[config.mk]
export PLATFORM = sky130hd
export DESIGN_NAME = tx_min_frame_pad
export DESIGN_NICKNAME = d
export VERILOG_FILES = /design/src/rtl/tx_min_frame_pad.sv
export SDC_FILE = /design/constraint.sdc
export NUM_CORES = 1
export LEC_CHECK = 0
export CAP_MARGIN = 20
export CORE_MARGIN = 2
export CORE_UTILIZATION = 46
export DETAILED_ROUTE_END_ITERATION = 8
export PLACE_DENSITY = 0.8
export SETUP_SLACK_MARGIN = 0.05
export SYNTH_ARGS = -nofsm -noshare
export SYNTH_HDL_FRONTEND = slang
export SYNTH_SLANG_ARGS = --single-unit
[constraint.sdc]
create_clock -name clk -period 9.2 [get_ports clk]
set_clock_uncertainty 0.05 [all_clocks]
set_input_delay 0.92 -clock clk [delete_from_list [all_inputs] [get_ports clk]]
set_output_delay 0.92 -clock clk [all_outputs]
set_load 0.1 [all_outputs]
[src/rtl/tx_min_frame_pad.sv]
// Pads outgoing Ethernet frames with zero bytes up to MIN_BYTES (FCS excluded) and
// normalizes tkeep ahead of the 64-to-8 TX serializer; one registered output slice.
module tx_min_frame_pad #(
  parameter int DATA_W    = 64,
  parameter int KEEP_W    = DATA_W / 8,
  parameter int MIN_BYTES = 60
) (
  input  logic              clk,
  input  logic              reset_n,
  input  logic [DATA_W-1:0] app_axis_tdata,
  input  logic [KEEP_W-1:0] app_axis_tkeep,
  input  logic              app_axis_tvalid,
  input  logic              app_axis_tlast,
  input  logic              app_axis_tuser,
  output logic              app_axis_tready,
  output logic [DATA_W-1:0] tx_axis_tdata,
  output logic [KEEP_W-1:0] tx_axis_tkeep,
  output logic              tx_axis_tvalid,
  output logic              tx_axis_tuser,
  output logic              tx_axis_tlast,
  input  logic              tx_axis_tready,
  output logic              frame_padded
);

  localparam logic [0:0] ST_PASS = 1'b0;
  localparam logic [0:0] ST_PAD  = 1'b1;

  localparam logic [7:0] MIN_B    = 8'(MIN_BYTES);
  localparam logic [7:0] BEAT_B   = 8'(KEEP_W);
  localparam logic [6:0] SAT_EDGE = 7'(127 - KEEP_W);
  localparam logic [6:0] BEAT_7   = 7'(KEEP_W);

  logic [0:0]        state;
  logic [6:0]        byte_cnt;
  logic [6:0]        remaining;
  logic              saved_user;
  logic              out_padded;

  logic              load_ok;
  logic              in_accept;
  logic [7:0]        n_bytes;
  logic              keep_run;
  logic              keep_err;
  logic [DATA_W-1:0] last_data;
  logic [7:0]        sum_bytes;
  logic              pad_last;
  logic [7:0]        need_bytes;

  function automatic logic [KEEP_W-1:0] low_mask(input logic [7:0] k);
    logic [KEEP_W-1:0] m;
    for (int i = 0; i < KEEP_W; i++) m[i] = (8'(i) < k);
    return m;
  endfunction

  assign load_ok         = !tx_axis_tvalid || tx_axis_tready;
  assign app_axis_tready = reset_n && (state == ST_PASS) && load_ok;
  assign in_accept       = app_axis_tvalid && app_axis_tready;
  assign frame_padded    = tx_axis_tvalid && tx_axis_tready && tx_axis_tlast && out_padded;

  // Last-beat analysis: contiguous byte count, zeroed tail and bytes still owed to reach MIN_BYTES.
  always_comb begin
    n_bytes  = 8'd0;
    keep_run = 1'b1;
    for (int i = 0; i < KEEP_W; i++) begin
      if (keep_run && app_axis_tkeep[i]) n_bytes = n_bytes + 8'd1;
      else keep_run = 1'b0;
    end
    keep_err = ~app_axis_tkeep[0];
    if (keep_err) n_bytes = 8'd1;

    last_data = '0;
    for (int i = 0; i < KEEP_W; i++) begin
      if (8'(i) < n_bytes) last_data[8*i +: 8] = app_axis_tdata[8*i +: 8];
    end

    sum_bytes  = {1'b0, byte_cnt} + n_bytes;
    pad_last   = sum_bytes < MIN_B;
    need_bytes = pad_last ? (MIN_B - {1'b0, byte_cnt}) : n_bytes;
  end

  always_ff @(posedge clk) begin
    if (!reset_n) begin
      state          <= ST_PASS;
      byte_cnt       <= 7'd0;
      remaining      <= 7'd0;
      saved_user     <= 1'b0;
      out_padded     <= 1'b0;
      tx_axis_tdata  <= '0;
      tx_axis_tkeep  <= '0;
      tx_axis_tvalid <= 1'b0;
      tx_axis_tlast  <= 1'b0;
      tx_axis_tuser  <= 1'b0;
    end else begin
      if (tx_axis_tvalid && tx_axis_tready) tx_axis_tvalid <= 1'b0;

      case (state)
        ST_PASS: begin
          if (in_accept) begin
            tx_axis_tvalid <= 1'b1;
            if (!app_axis_tlast) begin
              tx_axis_tdata <= app_axis_tdata;
              tx_axis_tkeep <= '1;
              tx_axis_tlast <= 1'b0;
              tx_axis_tuser <= 1'b0;
              out_padded    <= 1'b0;
              byte_cnt      <= (byte_cnt > SAT_EDGE) ? 7'd127 : byte_cnt + BEAT_7;
            end else if (need_bytes <= BEAT_B) begin
              tx_axis_tdata <= last_data;
              tx_axis_tkeep <= low_mask(need_bytes);
              tx_axis_tlast <= 1'b1;
              tx_axis_tuser <= app_axis_tuser | keep_err;
              out_padded    <= pad_last;
              byte_cnt      <= 7'd0;
            end else begin
              // The first beat already carries a full word; the rest is owed as zero beats.
              tx_axis_tdata <= last_data;
              tx_axis_tkeep <= '1;
              tx_axis_tlast <= 1'b0;
              tx_axis_tuser <= 1'b0;
              out_padded    <= 1'b0;
              saved_user    <= app_axis_tuser | keep_err;
              remaining     <= 7'(need_bytes - BEAT_B);
              state         <= ST_PAD;
            end
          end
        end
        ST_PAD: begin
          if (load_ok) begin
            tx_axis_tvalid <= 1'b1;
            tx_axis_tdata  <= '0;
            if (remaining <= BEAT_7) begin
              tx_axis_tkeep <= low_mask({1'b0, remaining});
              tx_axis_tlast <= 1'b1;
              tx_axis_tuser <= saved_user;
              out_padded    <= 1'b1;
              byte_cnt      <= 7'd0;
              state         <= ST_PASS;
            end else begin
              tx_axis_tkeep <= '1;
              tx_axis_tlast <= 1'b0;
              tx_axis_tuser <= 1'b0;
              out_padded    <= 1'b0;
              remaining     <= remaining - BEAT_7;
            end
          end
        end
        default: state <= ST_PASS;
      endcase
    end
  end

endmodule
==> results.cfg, run 1 <==
[run_status]
status = finished clean

[drt]
drt-pass1-iter-count = 6
vias_per_cell = 5.84
wl_per_cell_um = 18.0
vias = 4711
drt_first_iter_violations = 397
remaining_drc_errors = 0
drt_wl_total_um = 14600
ant_nets = 0

[global_route]
grt_usage_pct = 25.7
grt_first_pass_wirelength_um = 22700
antenna_found_initial = 0
met2_usage_pct = 44.4
grt.busiest_layer = met2
gr-usage-met3_pct = 5.80
grt_pass1_vias = 4441
use_met1_pct = 31.2
grt_remaining_overflow = 0
grt_max_degree = 57

[cells_and_area]
nNetsFinal = 767
drive_above_1_share_pct = 6.82
area_growth_pct = 39.5
antenna_cells = 0
nFillCells = 858

[logic_synthesis]
synth.most_common_cell = dfxtp_1
syn_inst = 527
synth.cell_area_um2 = 4670
synth-warning-count = 0
yosys-top-cells-area = dfxtp_1, a22oi_1, nor2_1
synth_area_per_cell_um2 = 8.86
synth-seq-area-share_pct = 38.6
yosysTopAreaCellShare_pct = 38.6
ys.flop_type = dfxtp_1
synth_top_cell_by_area = dfxtp_1
synth_async_sr_flop_share_pct = 0
ys_ff_latch = 90
yosys.cell_types.count = 75
synth_edf_count = 0
yosys-top-cells-count = dfxtp_1, nor2_1, a22oi_1

[power_and_ir_drop]
vdd_drop_max_mv = 0.107
p_seq_share_pct = 42.0
p_sw_uw = 346
power_uw = 996
clkPwrFrac_pct = 30.6
internal-power_uw = 649
power_leakage_uw = 0.00242
share_comb_of_total_power_pct = 27.4
powerDensity_nw_per_um2 = 153
p_sw_share_pct = 34.8

[floorplanning]
die_w_um = 105
die_y_um = 105
rows = 36
io_pins = 155
die_area_um2 = 11000
core_area_um2 = 9820
start_util_pct = 47.6

[worst_setup_path]
cp_common_cell = ha_1
critPathArrivalTime_ns = 8.63
slowest_stage = clkdlybuf4s50_1
crit_start = app_axis_tkeep[1]
slowest_delay_ns = 0.55
r2r-start = byte_cnt[1]
critPathMaxFanout = 10
endpoint_kind = flip-flop
cp-start-kind = input pin
crit_type = input pin to flip-flop
critPathRequiredTime_ns = 9.40

[sta]
setup_tns_ns = 0
setup_viol = 0
report.final.hold_viol_count = 0
max_freq_mhz = 119
relSlewSlack_pct = 31.2
period_minus_slack_ns = 8.43
slew_violations = 0
worst_pin_slew_ns = 1.03
rsz0062_at_grt = no
fin_crit_sh_pct = 91.6

[clocking]
path_clk_slew_ns = 0.09
clkLatencyLatePin_ns = 0.35
cts_sinks = 90
htree_levels = 3
numCtsBuffers = 9
post-cts-setup-buffers = 0
hold_buffers = 0
post_cts_resized = 0
clock_path_buffers = 2
cts_tree = built
cts-root-buf = clkbuf_8

[place]
gp_congestion = 0.884
hpwl_um = 11000
port_buffers = 154

[min_path]
hold_path_class = flip-flop to flip-flop
min_from = tx_axis_tkeep[0]

[job]
cap_viol_max_count = 0
## final timing paths
| check | depth (start not counted) | slack (ns) | endpoint |
|---|---|---|---|
| max | 34 | 0.77 | byte_cnt[1] |
| min | 2 | 0.41 | tx_axis_tkeep[0] |
| min reg2reg | 2 | 0.41 | tx_axis_tkeep[0] |
| max reg2reg | 15 | 5.20 | byte_cnt[1] |
## per-layer routing
metal,routed length [um],vias to the layer above
met3,939,42
li1,-,2242
met1,6150,2214
met5,0,-
met4,454,0
met2,7020,213
## layout by cell type, fill, tap and decap left out, drive strengths merged, types with 4 or more instances in the layout
cell type / n
nor2: 73
and2: 4
or2: 6
dfxtp: 90
inv: 16
nand2b: 4
clkdlybuf4s50: 154
o21ai: 15
clkbuf: 10
mux2i: 6
nand3: 17
a31oi: 16
a21oi: 33
nor3: 19
xnor2: 7
a211oi: 5
xor2: 4
nand2: 36
a21o: 6
nand4: 9
a22oi: 41
ha: 20
a22o: 24
## worst max-delay path: cells and delay by family
| kind | cells | cell delay [ns] |
|---|---|---|
| compound gates | 9 | 2.07 |
| xor+xnor | 1 | 0.38 |
| fa+ha+maj | 7 | 2.20 |
| buf+inv | 4 | 0.83 |
| mux | 2 | 0.44 |
| simple gates | 11 | 1.80 |
## registers in the layout, indices dropped and copies added, names as in the netlist, 5 cells and up
name / flops
tx_axis_tdata: 64
tx_axis_tkeep: 8
remaining: 7
byte_cnt: 5
## cell families after synthesis
group,after synthesis,synth area share [%]
xor gates and xnor gates,11,2.87
muxes,6,1.29
adders and majority gates,20,5.36
DFF,90,38.6
and+or+nand+nor,182,18.9
other,1,0.0803
buffers and inverters,43,3.80
AOI/OAI and AO/OA,174,29.2
## power groups by stage
stage	clock (uW)	combinational, uW	sequential, uW
6_report	304	273	418
5_1_grt	324	285	421
4_1_cts	311	272	418
3_5_place_dp	0	271	427
3_3_place_gp	0	268	427
2_1_floorplan	0	77.0	534
## metrics by stage
stage               util [%]  hold slack [ns]  instance area (um2)  std cells  setup WS (ns)
global route            66.3            0.431                 6520        807          0.150
CTS                     66.3            0.410                 6520        807          0.879
finish                  66.3            0.409                 6520        807          0.770
global placement        64.0            0.392                 6290        791          0.760
floorplan                  -            0.401                 4670        528           1.90
detailed placement      64.0            0.396                 6290        791          0.518
## layout make-up
type	count	area, um2	area share, %
timing repair buffer	157	1560	24.0
inverter	16	60.1	0.922
sequential	90	1800	27.7
clock buffer	10	128	1.96
clock inverter	6	101	1.56
tap	133	166	2.55
multi-input combinational	395	2690	41.3
Note: power is estimated with default switching activity, not from simulation.
==> inputs of run 2 (changes only) <==
--- a/config.mk
+++ b/config.mk
@@ -8,6 +8,7 @@
 export CAP_MARGIN = 20
 export CORE_MARGIN = 2
 export CORE_UTILIZATION = 46
+export CTS_CLUSTER_DIAMETER = 50
 export DETAILED_ROUTE_END_ITERATION = 8
 export PLACE_DENSITY = 0.8
 export SETUP_SLACK_MARGIN = 0.05
==> results of run 2 <==
Same layout as run 1: the final DEF is identical, and so are final timing and power.
